==> src/rtl/seven_seg_scan.sv <==
// -----------------------------------------------------------------------------
// seven_seg_scan
//   Time-multiplexed driver for a multi-digit seven-segment display. A hex
//   word, the decimal points and a per-digit blanking mask are latched into
//   shadow registers on a single-cycle load strobe. The driver then scans one
//   digit per refresh slot of CLK_DIV cycles. For the first GUARD cycles of
//   each slot every digit enable is held inactive, so segment data never
//   ghosts onto the neighbouring digit. Leading zeros can be suppressed
//   through a live (unlatched) control input.
//
// Ports
//   clk       system clock
//   rst_n     asynchronous active-low reset
//   enable    scan enable; 0 blanks the display and restarts the scan
//   load      single-cycle strobe that captures data_in/dp_in/blank_in
//   data_in   hex nibbles; digit 0 = bits [3:0] = rightmost digit
//   dp_in     decimal point per digit, 1 = lit
//   blank_in  per-digit forced blank, 1 = blank
//   lz_blank  1 = suppress leading zeros (digit 0 is never suppressed)
//   seg_out   segments {g,f,e,d,c,b,a}, with polarity set by SEG_ACTIVE_LOW
//   dp_out    decimal point segment, with polarity set by SEG_ACTIVE_LOW
//   dig_sel   one-hot digit enable, with polarity set by DIG_ACTIVE_LOW
//   scan_idx  index of the digit currently being driven
// -----------------------------------------------------------------------------
module seven_seg_scan #(
  parameter int NUM_DIGITS     = 4,
  parameter int CLK_DIV        = 50000,
  parameter int GUARD          = 16,
  parameter int SEG_ACTIVE_LOW = 1,
  parameter int DIG_ACTIVE_LOW = 1
) (
  input  logic                      clk,
  input  logic                      rst_n,
  input  logic                      enable,
  input  logic                      load,
  input  logic [4*NUM_DIGITS-1:0]   data_in,
  input  logic [NUM_DIGITS-1:0]     dp_in,
  input  logic [NUM_DIGITS-1:0]     blank_in,
  input  logic                      lz_blank,
  output logic [6:0]                seg_out,
  output logic                      dp_out,
  output logic [NUM_DIGITS-1:0]     dig_sel,
  output logic [((NUM_DIGITS > 1) ? $clog2(NUM_DIGITS) : 1)-1:0] scan_idx
);

  localparam int IW = (NUM_DIGITS > 1) ? $clog2(NUM_DIGITS) : 1;
  localparam int CW = (CLK_DIV > 1) ? $clog2(CLK_DIV) : 1;

  localparam logic [CW-1:0] CNT_LAST = CW'(CLK_DIV - 1);
  localparam logic [CW-1:0] GUARD_C  = CW'(GUARD);
  localparam logic [IW-1:0] IDX_LAST = IW'(NUM_DIGITS - 1);

  localparam logic                  SEG_INV = (SEG_ACTIVE_LOW != 0);
  localparam logic                  DIG_INV = (DIG_ACTIVE_LOW != 0);
  localparam logic [6:0]            SEG_OFF = SEG_INV ? 7'h7F : 7'h00;
  localparam logic                  DP_OFF  = SEG_INV;
  localparam logic [NUM_DIGITS-1:0] DIG_OFF = DIG_INV ? '1 : '0;

  // Shadow registers
  logic [4*NUM_DIGITS-1:0] r_data;
  logic [NUM_DIGITS-1:0]   r_dp;
  logic [NUM_DIGITS-1:0]   r_blank;

  // Scan timing
  logic [CW-1:0]           r_cnt;
  logic [IW-1:0]           r_idx;

  // Registered outputs
  logic [6:0]              r_seg;
  logic                    r_dp_o;
  logic [NUM_DIGITS-1:0]   r_dig;
  logic [IW-1:0]           r_scan;

  // Combinational view of the digit selected by r_idx
  logic [3:0]              w_nib;
  logic                    w_dp_cur;
  logic                    w_blank_cur;
  logic [NUM_DIGITS-1:0]   w_lead;
  logic                    w_run;
  logic [NUM_DIGITS-1:0]   w_onehot;
  logic [6:0]              w_seg_on;
  logic [6:0]              w_seg_drv;
  logic                    w_dp_drv;
  logic [NUM_DIGITS-1:0]   w_dig_drv;

  // Active-high segment pattern {g,f,e,d,c,b,a}
  function automatic logic [6:0] seg_decode(input logic [3:0] nib);
    logic [6:0] pat;
    case (nib)
      4'h0:    pat = 7'h3F;
      4'h1:    pat = 7'h06;
      4'h2:    pat = 7'h5B;
      4'h3:    pat = 7'h4F;
      4'h4:    pat = 7'h66;
      4'h5:    pat = 7'h6D;
      4'h6:    pat = 7'h7D;
      4'h7:    pat = 7'h07;
      4'h8:    pat = 7'h7F;
      4'h9:    pat = 7'h6F;
      4'hA:    pat = 7'h77;
      4'hB:    pat = 7'h7C;
      4'hC:    pat = 7'h39;
      4'hD:    pat = 7'h5E;
      4'hE:    pat = 7'h79;
      default: pat = 7'h71;
    endcase
    return pat;
  endfunction

  always_comb begin
    // w_lead[k] is set when nibbles k..NUM_DIGITS-1 are all zero, built as a
    // running AND from the most significant digit downwards.
    w_lead = '0;
    w_run  = 1'b1;
    for (int unsigned k = NUM_DIGITS; k > 0; k--) begin
      w_run       = w_run & (r_data[4*(k-1) +: 4] == 4'h0);
      w_lead[k-1] = w_run;
    end

    w_nib       = '0;
    w_dp_cur    = 1'b0;
    w_blank_cur = 1'b0;
    w_onehot    = '0;
    for (int unsigned k = 0; k < NUM_DIGITS; k++) begin
      w_onehot[k] = (r_idx == IW'(k));
      if (r_idx == IW'(k)) begin
        w_nib       = r_data[4*k +: 4];
        w_dp_cur    = r_dp[k];
        w_blank_cur = r_blank[k] | (lz_blank & w_lead[k] & (k != 0));
      end
    end

    w_seg_on  = w_blank_cur ? 7'h00 : seg_decode(w_nib);
    w_seg_drv = SEG_INV ? ~w_seg_on : w_seg_on;
    w_dp_drv  = SEG_INV ? ~w_dp_cur : w_dp_cur;
    w_dig_drv = DIG_INV ? ~w_onehot : w_onehot;
  end

  // Shadow capture is independent of scan timing; the driven digit picks up
  // new contents on the edge after capture, even mid-slot.
  always_ff @(posedge clk or negedge rst_n) begin
    if (!rst_n) begin
      r_data  <= '0;
      r_dp    <= '0;
      r_blank <= '0;
    end else if (load) begin
      r_data  <= data_in;
      r_dp    <= dp_in;
      r_blank <= blank_in;
    end
  end

  // Outputs are derived from the pre-edge slot counter and index, so the
  // guard window and the digit enable line up on the same output edge.
  always_ff @(posedge clk or negedge rst_n) begin
    if (!rst_n) begin
      r_cnt  <= '0;
      r_idx  <= '0;
      r_scan <= '0;
      r_seg  <= SEG_OFF;
      r_dp_o <= DP_OFF;
      r_dig  <= DIG_OFF;
    end else if (!enable) begin
      r_cnt  <= '0;
      r_idx  <= '0;
      r_scan <= '0;
      r_seg  <= SEG_OFF;
      r_dp_o <= DP_OFF;
      r_dig  <= DIG_OFF;
    end else begin
      if (r_cnt == CNT_LAST) begin
        r_cnt <= '0;
        r_idx <= (r_idx == IDX_LAST) ? '0 : r_idx + 1'b1;
      end else begin
        r_cnt <= r_cnt + 1'b1;
      end
      r_scan <= r_idx;
      if (r_cnt < GUARD_C) begin
        r_seg  <= SEG_OFF;
        r_dp_o <= DP_OFF;
        r_dig  <= DIG_OFF;
      end else begin
        r_seg  <= w_seg_drv;
        r_dp_o <= w_dp_drv;
        r_dig  <= w_dig_drv;
      end
    end
  end

  assign seg_out  = r_seg;
  assign dp_out   = r_dp_o;
  assign dig_sel  = r_dig;
  assign scan_idx = r_scan;

endmodule

==> config.mk <==
export PLATFORM = sky130hd
export DESIGN_NAME = seven_seg_scan
export DESIGN_NICKNAME = d
export VERILOG_FILES = /design/src/rtl/seven_seg_scan.sv
export SDC_FILE = /design/constraint.sdc
export NUM_CORES = 1
export LEC_CHECK = 0
export ABC_CLOCK_PERIOD_IN_PS = 2900
export BUFFER_PORTS_ARGS = -buffer_cell sky130_fd_sc_hd__buf_2
export CAP_MARGIN = 15
export CORE_MARGIN = 3
export CORE_UTILIZATION = 30
export DETAILED_ROUTE_END_ITERATION = 12
export SLEW_MARGIN = 20
export SYNTH_ARGS = -nofsm -noshare
export SYNTH_HDL_FRONTEND = slang
export SYNTH_SLANG_ARGS = --single-unit
==> constraint.sdc <==
create_clock -name clk -period 2.9 [get_ports clk]
set_input_delay 0.58 -clock clk [delete_from_list [all_inputs] [get_ports clk]]
set_output_delay 0.58 -clock clk [all_outputs]
set_load 0.05 [all_outputs]
==> impl_metrics.ini, run 1 <==
[grt]
grt_overflow = 0
grt_pass1_wl_mm = 9.33
grt_max_degree = 30
first_global_vias = 1868
antenna_found_initial = 0
gr-usage-all-layers = 0.116

[die]
pin_count = 43
initial_core_util = 0.312
die-area_sq_mm = 0.0103
rows = 34
die_y_um = 102
die_w_um = 102
core_area_sq_mm = 0.00881

[logic_synthesis]
async_flop_share = 1.00
synth.distinct_cells = 44
syn_inst = 241
synth_flop_cell = dfrtp_1
ys_warn_count = 0
ys_ff_latch = 56
synth_area_sq_mm = 0.00275
synth_seq_area_share = 0.515
postSynthAreaPerCell_sq_um = 11.4
synth-edff-count = 0
syn_nets = 281

[layout]
num-nets-final = 322
regArea_sq_mm = 0.00142
final_cell_mix = dfrtp_1 (44), buf_2 (42), nor2_1 (24), mux2_2 (24), nand2_1 (20)
fin_area_sq_mm = 0.00314
area_growth_pct = 14.4
diodes = 0
fill_cells = 873
multi_input_area_sq_mm = 0.00124
final_common_cell = dfrtp_1
layout-drive-gt1-share = 0.318

[critical_path]
r2r_cells = 10
r2r-start = r_idx[1]
endpoint = seg_out[3]
critPathArrivalTime_ns = 2.75
cp-start-kind = register
crit_fanout = 11
required_ns = 3.15
r2r-end = seg_out[3]
reg2reg_slack_ns = 0.39
crit_type = register to register
cp-startpoint = r_idx[1]
endpoint_kind = register

[sta]
setup_viol = 0
period_share = 0.864
finClkSkew_ns = 0.0125
setup_tns_ns = 0
min_period_ns = 2.51
hold_viol = 0
fmax_mhz = 399
layout_setup_ws_ns = 0.393
drv_slew = 0
grt_setup_unrepaired = no
relSlewSlack = 0.365
tightest_slew_ns = 0.952

[clocking]
cts_sinks = 56
cts.clk_slew.worst_paths_ns = 0.10
cts_resized = 0
cts_htree_levels = 2
numCtsBuffers = 5
cts_root_buf = clkbuf_8
post-cts-setup-buffer-count = 0
clock_path_buffers = 2
ctsHoldBuffers = 0
clock_latency_ns = 0.31
cts_tree = yes

[drt]
antenna_left = 0
drc = 0
routed_wl_mm = 5.50
drt_pass1_iterations = 4
wire_per_inst_um = 14.1
num_vias = 1901
drt_iter0_markers = 63
vias_per_cell = 4.86

[job]
drv_cap = 0

[run_status]
status = complete, no violations

[power]
p_switching_uw = 359
p_int_uw = 1070
peakVddDrop_uv = 210
combPwrFrac = 0.114
pwr-share-seq = 0.593
pwr-share-clk = 0.292
power_uw = 1430
powerDensity_mw_per_mm2 = 454
leakage_uw = 0.00138
switching_share = 0.252

[place]
hpwl_mm = 4.16
postPlaceCellArea_sq_mm = 0.00306
routabilityCongestion = 0.840
place_ws_ns = 0.419
port-buffer-count = 42

[hold_path]
hold_class = input port to async pin
[cells in the mapped netlist (5+ instances only)]
cell / n / area (sq um)
and3_1: 8 / 50.1
dfrtp_1: 44 / 1100
dfstp_2: 12 / 315
ha_1: 11 / 138
inv_1: 10 / 37.5
mux2_2: 24 / 270
nand2_1: 20 / 75.1
nand3_1: 9 / 45.0
nor2_1: 24 / 90.1
nor4_1: 5 / 31.3
xnor2_1: 9 / 78.8
xor2_1: 5 / 43.8
[worst min-delay path by stage]
stage             start          to  cells past startpoint
2_1_floorplan     rst_n  r_blank[0]                      0
3_3_place_gp   r_cnt[0]    r_cnt[0]                      1
3_5_place_dp   r_cnt[0]    r_cnt[0]                      1
4_1_cts           rst_n    r_cnt[5]                      1
5_1_grt           rst_n    r_cnt[5]                      1
6_report          rst_n    r_cnt[5]                      1
[state kept, by name, summed over array words and instances (netlist names)]
signal    flops
r_dp          4
r_cnt        16
dp_out        1
r_data       16
seg_out       7
scan_idx      2
dig_sel       4
r_blank       4
r_idx         2
[cell families after synthesis]
kind of cell,count (synthesis),synth area share
compound gates,28,0.0879
xor+xnor,14,0.0446
fa+ha+maj,11,0.0501
buf+inv,19,0.0323
flops,56,0.515
mux,28,0.113
simple gates,85,0.157
[power by group through the flow]
stage	logic (uW)	registers [uW]	clock network, uW
floorplan	112	850	0
global placement	161	861	0
detailed placement	165	862	0
CTS	166	847	439
global route	186	852	468
finish	163	846	417
[routing by layer]
layer | up-vias | GRT usage | share of wire | routed length [um]
met5 | - | 0 | 0 | 0
met4 | 0 | 0.0276 | 0.0089 | 49
met3 | 6 | 0.0399 | 0.054 | 298
met2 | 39 | 0.176 | 0.47 | 2570
met1 | 922 | 0.161 | 0.47 | 2580
li1 | 934 | - | - | -
[metrics by stage]
step / utilization / std cells / hold WS (ns)
2_1_floorplan: - / 241 / 0.284
3_3_place_gp: 0.348 / 383 / 0.451
4_1_cts: 0.357 / 391 / 0.297
3_5_place_dp: 0.348 / 383 / 0.469
5_1_grt: 0.357 / 391 / 0.322
6_report: 0.357 / 391 / 0.280
[worst max-delay path: stages, from the launching register on]
cell and delay, ns:
dfrtp_1 0.42, inv_1 0.11, ha_1 0.40, nor2b_1 0.16
a221o_1 0.35, a22o_1 0.25, inv_1 0.14, ha_1 0.24
nand2_1 0.09, and3b_1 0.17, o21ai_1 0.11
[cell type report]
class                           instances  share of cell area
Multi-Input combinational cell        166               0.396
Timing Repair Buffer                   43              0.0732
Tap cell                              108              0.0430
Clock inverter                          1             0.00159
Inverter                               10              0.0119
Sequential cell                        56               0.450
Clock buffer                            7              0.0243
Power figures use the tool's default switching activity.
==> inputs of run 2 (changes only) <==
BUFFER_PORTS_ARGS = -buffer_cell sky130_fd_sc_hd__buf_4   (was -buffer_cell sky130_fd_sc_hd__buf_2)
==> run 2 against run 1 <==
  * Sequential share of layout area is 1.7 points lower
  * Combinational power grew 5%
  * Sequential power is essentially flat
  * Clock power up 27%
  * Cell count is 0.26% lower
  * Flip-flop and latch count is the same
  * Maximum frequency is 1.4% higher
  * Die area unchanged
  * Critical endpoint unchanged
  * Largest power group unchanged
==> impl_metrics.ini, run 2 (synthesized netlist as in run 1, its figures left out) <==
[run_status]
status = complete, no violations

[die]
die-area_sq_mm = 0.0103
pin_count = 43
die_w_um = 102
die_y_um = 102
rows = 34
core_area_sq_mm = 0.00881
initial_core_util = 0.312

[clocking]
clock_latency_ns = 0.31
post-cts-setup-buffer-count = 0
clock_path_buffers = 2
cts_sinks = 56
cts.clk_slew.worst_paths_ns = 0.10
numCtsBuffers = 5
cts_root_buf = clkbuf_8
cts_tree = yes
cts_htree_levels = 2
cts_resized = 0
ctsHoldBuffers = 0

[drt]
wire_per_inst_um = 13.9
antenna_left = 0
routed_wl_mm = 5.41
drt_pass1_iterations = 4
vias_per_cell = 4.82
drt_iter0_markers = 70
num_vias = 1879
drc = 0

[place]
hpwl_mm = 4.00
routabilityCongestion = 0.919
placed_cells = 382
port-buffer-count = 42

[grt]
grt_max_degree = 57
grt_overflow = 0
grt_pass1_wl_mm = 9.20
antenna_found_initial = 0
gr-usage-all-layers = 0.114
first_global_vias = 1886

[sta]
min_period_ns = 2.47
finClkSkew_ns = 0.00618
drv_slew = 0
setup_viol = 0
tightest_slew_ns = 0.956
fmax_mhz = 404
period_share = 0.853
setup_tns_ns = 0
relSlewSlack = 0.363
grt_setup_unrepaired = no
hold_viol = 0

[layout]
area_growth_pct = 18.8
diodes = 0
post-route-util = 0.371
final_common_cell = dfrtp_1
fill_cells = 874
final_cell_mix = dfrtp_1 (44), buf_4 (42), nor2_1 (24), mux2_2 (24), nand2_1 (20)
layout-drive-gt1-share = 0.319
num-nets-final = 321
stdcell_count = 390

[critical_path]
path_cells = inv_1 -> ha_1 -> nor2b_1 -> a221o_1 -> a22o_1 -> inv_1 -> ha_1 -> nand2_1 -> and3b_1 -> o21ai_1
slowest_delay_ns = 0.43
reg2reg_slack_ns = 0.43
r2r-start = r_idx[1]
r2r-end = seg_out[3]
slowest_stage = dfrtp_1
crit_fanout = 11
path_buf_inv = 2
endpoint_kind = register
required_ns = 3.15
cp-start-kind = register
crit_type = register to register
cp_top_family = compound AO/OA/AOI/OAI gates
critPathArrivalTime_ns = 2.72
r2r_cells = 10

[power]
powerDensity_mw_per_mm2 = 473
power_uw = 1550
peakVddDrop_uv = 219
leakage_uw = 0.00143

[job]
drv_cap = 0

[hold_path]
hold_class = input port to async pin
run 2: cell count changes in the layout (fill, tap and decap cells not counted), sizes merged:
cell	delta
buf	-1
bufinv	+1
clkbuf	-1
run 2: layout make-up:
cell class	count	area [sq um]	share of cell area
sequential	56	1420	0.434
multi-input combinational	166	1240	0.381
timing repair buffer	42	315	0.0966
tap	108	135	0.0414
clock buffer	6	82.6	0.0253
inverter	10	37.5	0.0115
clock inverter	2	33.8	0.0103
run 2: worst max path at each step:
stage	from	end	slack, ns	depth (start not counted)
2_1_floorplan	r_idx[0]	seg_out[6]	0.79	10
3_3_place_gp	r_idx[1]	seg_out[4]	0.55	9
3_5_place_dp	r_idx[0]	seg_out[6]	0.48	9
4_1_cts	r_idx[0]	seg_out[6]	0.45	9
5_1_grt	r_idx[0]	seg_out[5]	0.24	7
6_report	r_idx[1]	seg_out[3]	0.43	10
run 2: routing by layer:
metal  wire (um)  track usage  share of wire  vias up
met4          77       0.0368          0.014        0
met1        2640        0.165           0.49      905
met5           0            0              0        -
li1            -            -              -      925
met3         245       0.0262          0.045        9
met2        2440        0.167           0.45       40
run 2: where the power goes:
part           switching (uW)  internal [uW]
registers                27.8            818
clock network             250            279
logic                    84.6           86.5
run 2: per-stage QoR:
step / instance area [sq um] / setup slack [ns] / hold slack, ns
floorplan: 2750 / 0.788 / 0.284
global placement: 3150 / 0.551 / 0.452
detailed placement: 3150 / 0.480 / 0.453
CTS: 3260 / 0.453 / 0.329
global route: 3260 / 0.239 / 0.330
finish: 3260 / 0.426 / 0.298
